### config.mk
export PLATFORM = sky130hd
export DESIGN_NAME = bus_stream_bridge
export DESIGN_NICKNAME = d
export VERILOG_FILES = /design/src/rtl/bus_stream_bridge.sv
export SDC_FILE = /design/constraint.sdc
export NUM_CORES = 1
export LEC_CHECK = 0
export ABC_AREA = 1
export CORE_AREA = 2 2 167 169
export CTS_CLUSTER_DIAMETER = 60
export DETAILED_ROUTE_END_ITERATION = 10
export DIE_AREA = 0 0 169 171
export PLACE_DENSITY = 0.66
export SLEW_MARGIN = 20
export SYNTH_ARGS = -nofsm -noshare
export SYNTH_HDL_FRONTEND = slang
export SYNTH_SLANG_ARGS = --single-unit
### constraint.sdc
create_clock -name clk -period 3.35 [get_ports clk]
set_input_delay 0.8375 -clock clk [delete_from_list [all_inputs] [get_ports clk]]
set_output_delay 0.8375 -clock clk [all_outputs]
set_load 0.01 [all_outputs]
### src/rtl/bus_stream_bridge.sv
// Bus slave that bridges the CPU word bus to a pair of 32-bit valid/ready
// stream ports. A TX FIFO is filled by bus writes and drained by the stream
// consumer. An RX FIFO is filled by the stream producer and drained by bus
// reads. Every accepted access gets a registered one-cycle active-low rdy_.
module bus_stream_bridge #(
    parameter int FIFO_DEPTH_LOG2 = 2
) (
    input  logic        clk,
    input  logic        reset,
    input  logic        cs_,
    input  logic        as_,
    input  logic        rw,
    input  logic [1:0]  addr,
    input  logic [31:0] wr_data,
    output logic [31:0] rd_data,
    output logic        rdy_,
    output logic        irq,
    output logic [31:0] tx_data,
    output logic        tx_valid,
    input  logic        tx_ready,
    input  logic [31:0] rx_data,
    input  logic        rx_valid,
    output logic        rx_ready
);

    localparam int DEPTH = 1 << FIFO_DEPTH_LOG2;
    localparam int PW    = FIFO_DEPTH_LOG2;
    localparam int CW    = FIFO_DEPTH_LOG2 + 1;

    logic [31:0]   tx_mem_q [DEPTH];
    logic [31:0]   tx_mem_d [DEPTH];
    logic [31:0]   rx_mem_q [DEPTH];
    logic [31:0]   rx_mem_d [DEPTH];
    logic [PW-1:0] tx_wp_q, tx_wp_d, tx_rp_q, tx_rp_d;
    logic [PW-1:0] rx_wp_q, rx_wp_d, rx_rp_q, rx_rp_d;
    logic [CW-1:0] tx_cnt_q, tx_cnt_d, rx_cnt_q, rx_cnt_d;
    logic [2:0]    ctrl_q, ctrl_d;
    logic          tx_ovf_q, tx_ovf_d, rx_udf_q, rx_udf_d;
    logic          rdy_n_q, rdy_n_d;
    logic [31:0]   rd_data_q, rd_data_d;
    logic          irq_q, irq_d;

    logic          acc, tx_empty, tx_full, rx_empty, rx_full;
    logic          tx_push, tx_pop, rx_push, rx_pop;
    logic          tx_wr_req, rx_rd_req, stat_wr, ctrl_wr;
    logic [31:0]   status;

    assign tx_empty = (tx_cnt_q == '0);
    assign tx_full  = (tx_cnt_q == CW'(DEPTH));
    assign rx_empty = (rx_cnt_q == '0);
    assign rx_full  = (rx_cnt_q == CW'(DEPTH));

    // Stream-side outputs are combinational from FIFO state; tx_data is show-ahead.
    assign tx_valid = ~tx_empty;
    assign tx_data  = tx_empty ? 32'h0 : tx_mem_q[tx_rp_q];
    assign rx_ready = ~rx_full;

    assign rd_data = rd_data_q;
    assign rdy_    = rdy_n_q;
    assign irq     = irq_q;

    // Decode the access, apply FIFO/register side effects and build the bus response.
    always_comb begin
        acc       = ~cs_ & ~as_;
        tx_wr_req = acc & ~rw & (addr == 2'd2);
        rx_rd_req = acc &  rw & (addr == 2'd3);
        stat_wr   = acc & ~rw & (addr == 2'd1);
        ctrl_wr   = acc & ~rw & (addr == 2'd0);

        // Fullness/emptiness is judged on pre-edge state, so a same-edge
        // stream pop never rescues an overflowing bus write.
        tx_push = tx_wr_req & ~tx_full;
        tx_pop  = tx_valid & tx_ready;
        rx_push = rx_valid & rx_ready;
        rx_pop  = rx_rd_req & ~rx_empty;

        tx_mem_d = tx_mem_q;
        rx_mem_d = rx_mem_q;
        if (tx_push) tx_mem_d[tx_wp_q] = wr_data;
        if (rx_push) rx_mem_d[rx_wp_q] = rx_data;

        tx_wp_d  = tx_push ? tx_wp_q + PW'(1) : tx_wp_q;
        tx_rp_d  = tx_pop  ? tx_rp_q + PW'(1) : tx_rp_q;
        rx_wp_d  = rx_push ? rx_wp_q + PW'(1) : rx_wp_q;
        rx_rp_d  = rx_pop  ? rx_rp_q + PW'(1) : rx_rp_q;

        tx_cnt_d = tx_cnt_q;
        if (tx_push && !tx_pop) tx_cnt_d = tx_cnt_q + CW'(1);
        if (!tx_push && tx_pop) tx_cnt_d = tx_cnt_q - CW'(1);
        rx_cnt_d = rx_cnt_q;
        if (rx_push && !rx_pop) rx_cnt_d = rx_cnt_q + CW'(1);
        if (!rx_push && rx_pop) rx_cnt_d = rx_cnt_q - CW'(1);

        ctrl_d = ctrl_wr ? wr_data[2:0] : ctrl_q;

        // A set on the same edge as a write-1-to-clear wins.
        tx_ovf_d = (tx_wr_req & tx_full)  | (tx_ovf_q & ~(stat_wr & wr_data[4]));
        rx_udf_d = (rx_rd_req & rx_empty) | (rx_udf_q & ~(stat_wr & wr_data[5]));

        status = {12'h0, 4'(tx_cnt_q), 4'h0, 4'(rx_cnt_q), 2'b00,
                  rx_udf_q, tx_ovf_q, tx_full, tx_empty, rx_full, rx_empty};

        rd_data_d = 32'h0;
        if (acc && rw) begin
            case (addr)
                2'd0:    rd_data_d = {29'h0, ctrl_q};
                2'd1:    rd_data_d = status;
                2'd3:    rd_data_d = rx_empty ? 32'h0 : rx_mem_q[rx_rp_q];
                default: rd_data_d = 32'h0;
            endcase
        end
        rdy_n_d = ~acc;

        // irq follows the state as it stands now, so it lags each change by one edge.
        irq_d = (ctrl_q[0] & ~rx_empty) | (ctrl_q[1] & tx_empty) |
                (ctrl_q[2] & (tx_ovf_q | rx_udf_q));
    end

    // Control, pointer, flag and bus-response registers; reset aborts any access.
    always_ff @(posedge clk or negedge reset) begin
        if (!reset) begin
            tx_wp_q   <= '0;
            tx_rp_q   <= '0;
            rx_wp_q   <= '0;
            rx_rp_q   <= '0;
            tx_cnt_q  <= '0;
            rx_cnt_q  <= '0;
            ctrl_q    <= '0;
            tx_ovf_q  <= 1'b0;
            rx_udf_q  <= 1'b0;
            rdy_n_q   <= 1'b1;
            rd_data_q <= 32'h0;
            irq_q     <= 1'b0;
        end else begin
            tx_wp_q   <= tx_wp_d;
            tx_rp_q   <= tx_rp_d;
            rx_wp_q   <= rx_wp_d;
            rx_rp_q   <= rx_rp_d;
            tx_cnt_q  <= tx_cnt_d;
            rx_cnt_q  <= rx_cnt_d;
            ctrl_q    <= ctrl_d;
            tx_ovf_q  <= tx_ovf_d;
            rx_udf_q  <= rx_udf_d;
            rdy_n_q   <= rdy_n_d;
            rd_data_q <= rd_data_d;
            irq_q     <= irq_d;
        end
    end

    // FIFO storage needs no reset: zeroed counts make stale words unreachable.
    always_ff @(posedge clk) begin
        tx_mem_q <= tx_mem_d;
        rx_mem_q <= rx_mem_d;
    end

endmodule
---- Word level (Yosys, flattened, before mapping) ----
Cells that the tools add are included.
cells by class
  add/sub/neg operators ................... 8
  order comparisons ....................... 6
  eq/ne operators ......................... 5
  mux-type cells .......................... 20
  bitwise logic cells ..................... 39
  reductions and logical operators ........ 16
operators by type and width
  kind                   count
  $mux W32               9
  $bwmux W128            2
  $bmux W32 S2           2
  $demux W32 S2          2
  $pmux W32 S3           1
  $and A1 B1 Y1          20
  $ge A3 B3 Y1 const B   4
  $mux W3                4
  $not A2 Y3             4
  $not A1 Y1             10
  $add A2 B1 Y2 const B  4
  $logic_and A1 B1 Y1    7
  $add A3 B1 Y3 const B  2
  $eq A3 B3 Y1 const B   2
  $logic_not A3 Y1       2
  $lt A3 B1 Y1 const B   2
  $sub A3 B1 Y3 const B  2
  $or A1 B1 Y1           5
  $eq A2 B2 Y1 const B   2
  $logic_not A1 Y1       4
  $reduce_bool A2 Y1     2
  $eq A2 B1 Y1 const B   1
  $logic_not A2 Y1       1
storage, ports and cells
  flip-flop bits (word level) ............. 309
  bits of input ports ..................... 73
  output and inout port bits .............. 68
  word-level logic and storage cells ...... 114

---- Logic depth before layout (Yosys ltp) ----
  depth in word-level cells ............... 9
  depth in mapped cells ................... 10

---- Worst setup path after synthesis ----
OpenSTA, ideal clock, no wires.
  path type ............................... input-to-reg
  start ................................... input cs_
  end ..................................... register tx_mem_q[0] (netlist name) (enable)
  setup time .............................. 0.421 ns
  arrival time ............................ 2.748 ns
  required time ........................... 2.929 ns
  slack ................................... 0.181 ns
  stages on the path ...................... 5
  path buffers ............................ 0
  path through ............................ nor2_4 inv_1 nor3_4 nand2_1 nor2_1
between the ends
  word-level cells in the longest chain between the ends .. 5
ends and longest elaborated chain
  what                        line  RTL
  start: declaration          10    input logic cs_,
  $not A1 Y1                  64    acc = ~cs_ & ~as_;
  $and A1 B1 Y1               64
  $and A1 B1 Y1 (2 in a row)  65    tx_wr_req = acc & ~rw & (addr == 2'd2);
  $and A1 B1 Y1               72    tx_push = tx_wr_req & ~tx_full;
  end signal: assignment      152   tx_mem_q <= tx_mem_d;
  end: declaration            30    logic [31:0] tx_mem_q [DEPTH];
Every way passes these cells.
A chain may end at the register's enable or synchronous reset.

---- Worst setup path after layout ----
  start ................................... register tx_rp_q[0]
  end ..................................... output tx_data[5]
between the ends
  word-level cells in the longest chain between the ends .. 5
ends and longest elaborated chain
  what                                         line  RTL
  start: declaration                           34    logic [PW-1:0] tx_wp_q, tx_wp_d, tx_rp_q, tx_rp_d;
  start signal: assignment                     136   tx_rp_q <= tx_rp_d;
  $not A2 Y3 (implied by the code)             55    assign tx_data = tx_empty ? 32'h0 : tx_mem_q[tx_rp_q];
  $bmux W32 S2                                 55
  $mux W32 (implied by the code) (2 in a row)  55
  $mux W32                                     55
  end: declaration                             18    output logic [31:0] tx_data,
Every way passes these cells. The select of a mux whose other input is x is not followed.

==> out/summary.txt <==
maximum vdd drop: 0.000534 V
Worst EP required: 2.51 ns
top-level I/O count: 141
sequential share of the synthesized area: 74.5%
Synthesis Warnings: 0
I/O Buffers: 140
crit-path max cell delay: 0.59 ns
DRC: 0
Via Count: 7531
initial antenna violation count: 1
Final Skew: 0.0144 ns
Crit. End Element: output port
Buf/Inv on CP: 2
total CTS buffers: 31
P&R area growth vs syn: 24.9%
RSZ-0062 raised after global routing: false
Tcrit/Tclk final: 96.1%
Slew @ Worst Pin: 0.864 ns
Avg WL per Cell: 17.2 microns
family with the most delay on the worst path: buffers and inverters
Top Usage Layer GRT: met2
core area: 27300 sq um
critical path arrival: 2.38 ns
Worst-path clk slew: 0.06 ns
DRT Wirelength: 25700 microns
Final setup viols: 0
Synth cell types: 28
Total GRT Usage: 18.0%
CTS root buf: clkbuf_16
Critical Setup Path Class: reg -> out
Via density: 5.04
cell area after synthesis: 12100 sq um
worst-skew pair later-pin latency: 0.54 ns
Synth Flop Type: edfxtp_1
Slew headroom: 42.4%
layout cells sized above 1: 8.73%
TritonCTS clock tree: done
largest net degree at the start of global routing: 68
initial detailed-routing violation count: 551
Chip Width: 169 microns
GR Util met2: 30.7%
outcome: finished, final reports clean
Hold WS: 0.151 ns
asr flop ratio synth: 17.2%
RD Place Congestion: 0.807
cell seen most often among critical-path stages: nor2_1
die span in y: 171 microns
M3 GR Usage: 3.59%
H-tree depth: 1
vias in the first global route: 7459
total gr overflow: 0
Site Rows: 61
drt first pass iters: 5
die area: 28900 sq um
Syn Area/Cell: 12.5 sq um
met1 GRT Util: 23.9%
pwr dens: 800 nW/um^2
global-route wire length before repair: 40700 microns
dpl hpwl: 15200 microns
HP Class: in -> async
Routed Antenna Nets: 0
CP Launch Type: flip-flop
Peak Freq: 311 MHz
Post-Synthesis Cells: 969
Fin Setup TNS: 0 ns
CTS Buffer Depth: 3
CP max stage cell: clkdlybuf4s50_1
initial core utilization: 44.3%
max-cap check violation count: 0
P_leak: 5.68 nW
Final Hold Fails: 0
crit-path cells: buf_12, nor2_1, nor2_1, o21ai_0, a21oi_1, clkdlybuf4s50_1
Tmin final: 3.22 ns
clock sinks: 309
fin. max-slew vios: 0
Layout Nets: 1207
Post-synth EDFFs: 256
CP max FO: 48
post-synthesis register bit count: 309
Mapped Nets: 1054
## worst register-to-register path, stage by stage (launching register included)
cell	delay [ns]
dfrtp_1	0.40
inv_1	0.12
nand3_2	0.16
nand2_1	0.12
inv_1	0.12
ha_1	0.15
inv_1	0.06
fa_1	0.38
a21oi_1	0.15
o21ai_0	0.11
xor2_1	0.15
## layout make-up
cell class | instances | area [sq um]
antenna | 1 | 2.50
clock buffer | 44 | 936
clock inverter | 13 | 96.3
fill | 2229 | 12200
inverter | 70 | 273
multi-input combinational | 544 | 2610
sequential | 309 | 9020
tap | 346 | 433
timing repair buffer | 165 | 1730
timing repair inverter | 1 | 7.51
## final timing paths
check	from	end	slack (ns)	depth (start not counted)
hold reg to reg	rx_udf_q	rd_data[5]	0.52	2
setup reg to reg	tx_cnt_q[0]	tx_cnt_q[2]	1.31	10
hold / removal	reset	rd_data[26]	0.15	1
max in group asynchronous	reset	rdy_	2.60	2
min in group clk	rx_udf_q	rd_data[5]	0.52	2
setup / recovery	tx_rp_q[0]	tx_data[5]	0.13	6
## synth_stat cells, drive strengths merged, types with 2 or more instances
cell | n | share of area, %
edfxtp | 256 | 64
nor2 | 196 | 6.2
nand2 | 112 | 3.5
o21ai | 110 | 4.6
inv | 70 | 2.2
dfrtp | 52 | 11
a21oi | 42 | 1.7
nand3 | 40 | 1.7
buf | 32 | 1.9
o22ai | 20 | 1.0
clkbuf | 14 | 0.44
ha | 10 | 1.0
xor2 | 5 | 0.36
nand4 | 3 | 0.16
fa | 2 | 0.33
xnor2 | 2 | 0.14
## layout by cell type, fill, tap and decap left out, types with 4 or more instances in the layout
master and n:
nand2_1 111, xor2_1 5, clkinv_2 5, a21oi_1 41, edfxtp_1 256, clkinvlp_4 5
o21ai_1 22, buf_4 14, dfrtp_1 49, buf_12 10, clkbuf_8 9, ha_1 10
inv_1 67, clkinv_1 4, nor2_4 10, clkbuf_16 32, o22ai_1 20, clkdlybuf4s50_1 139
nor2_1 185, o21ai_0 88, nand3_1 38
## repair_timing
item / 4_1_cts / 5_1_grt
setup endpoints to repair: 14 / 32
resized for setup: 4 / 5
hold buffers: 0 / 0
cloned: 1 / 0
buffers inserted: 0 / 3
## sequential cells by signal (all words and copies together) (netlist names)
| signal | cells |
|---|---|
| rx_mem_q | 128 |
| tx_mem_q | 128 |
| rd_data | 32 |
| ctrl_q | 3 |
| rx_cnt_q | 3 |
| tx_cnt_q | 3 |
| rx_rp_q | 2 |
| rx_wp_q | 2 |
| tx_rp_q | 2 |
| tx_wp_q | 2 |
| irq | 1 |
| rdy_ | 1 |
| rx_udf_q | 1 |
| tx_ovf_q | 1 |
## report_power, final
part / leakage (nW) / switching [mW] / total, mW / internal, mW
combinational: 2.17 / 2.29 / 3.86 / 1.56
clock: 0.503 / 1.38 / 3.39 / 2.01
sequential: 3.01 / 0.175 / 4.83 / 4.66
## through the flow
stage / cell area, sq um / power (mW) / setup slack [ns] / cells / utilization [%]
2_1_floorplan: 12100 / 7.17 / 0.181 / 969 / -
3_3_place_gp: 14000 / 8.63 / 0.545 / 1431 / 51.3
3_5_place_dp: 14000 / 8.70 / 0.517 / 1431 / 51.3
4_1_cts: 15100 / 12.1 / 0.0112 / 1489 / 55.1
5_1_grt: 15100 / 12.8 / 0.00255 / 1492 / 55.3
6_report: 15100 / 12.1 / 0.130 / 1493 / 55.3
## logic make-up (layout without fill, tap and decap cells)
kind of cell	count (synthesis)	count (layout)	share of synthesized area [%]
flops	309	309	74.5
buf+inv	116	293	4.51
fa+ha+maj	12	12	1.37
compound gates	173	173	7.39
other cells	0	1	0
xor+xnor	7	7	0.507
simple gates	352	352	11.7
## routing by layer
metal / vias to the layer above / routed length (microns)
li1: 3648 / -
met1: 3627 / 10900
met2: 223 / 12600
met3: 33 / 1820
met4: 0 / 432
met5: - / 0
Power figures use the tool's default switching activity.
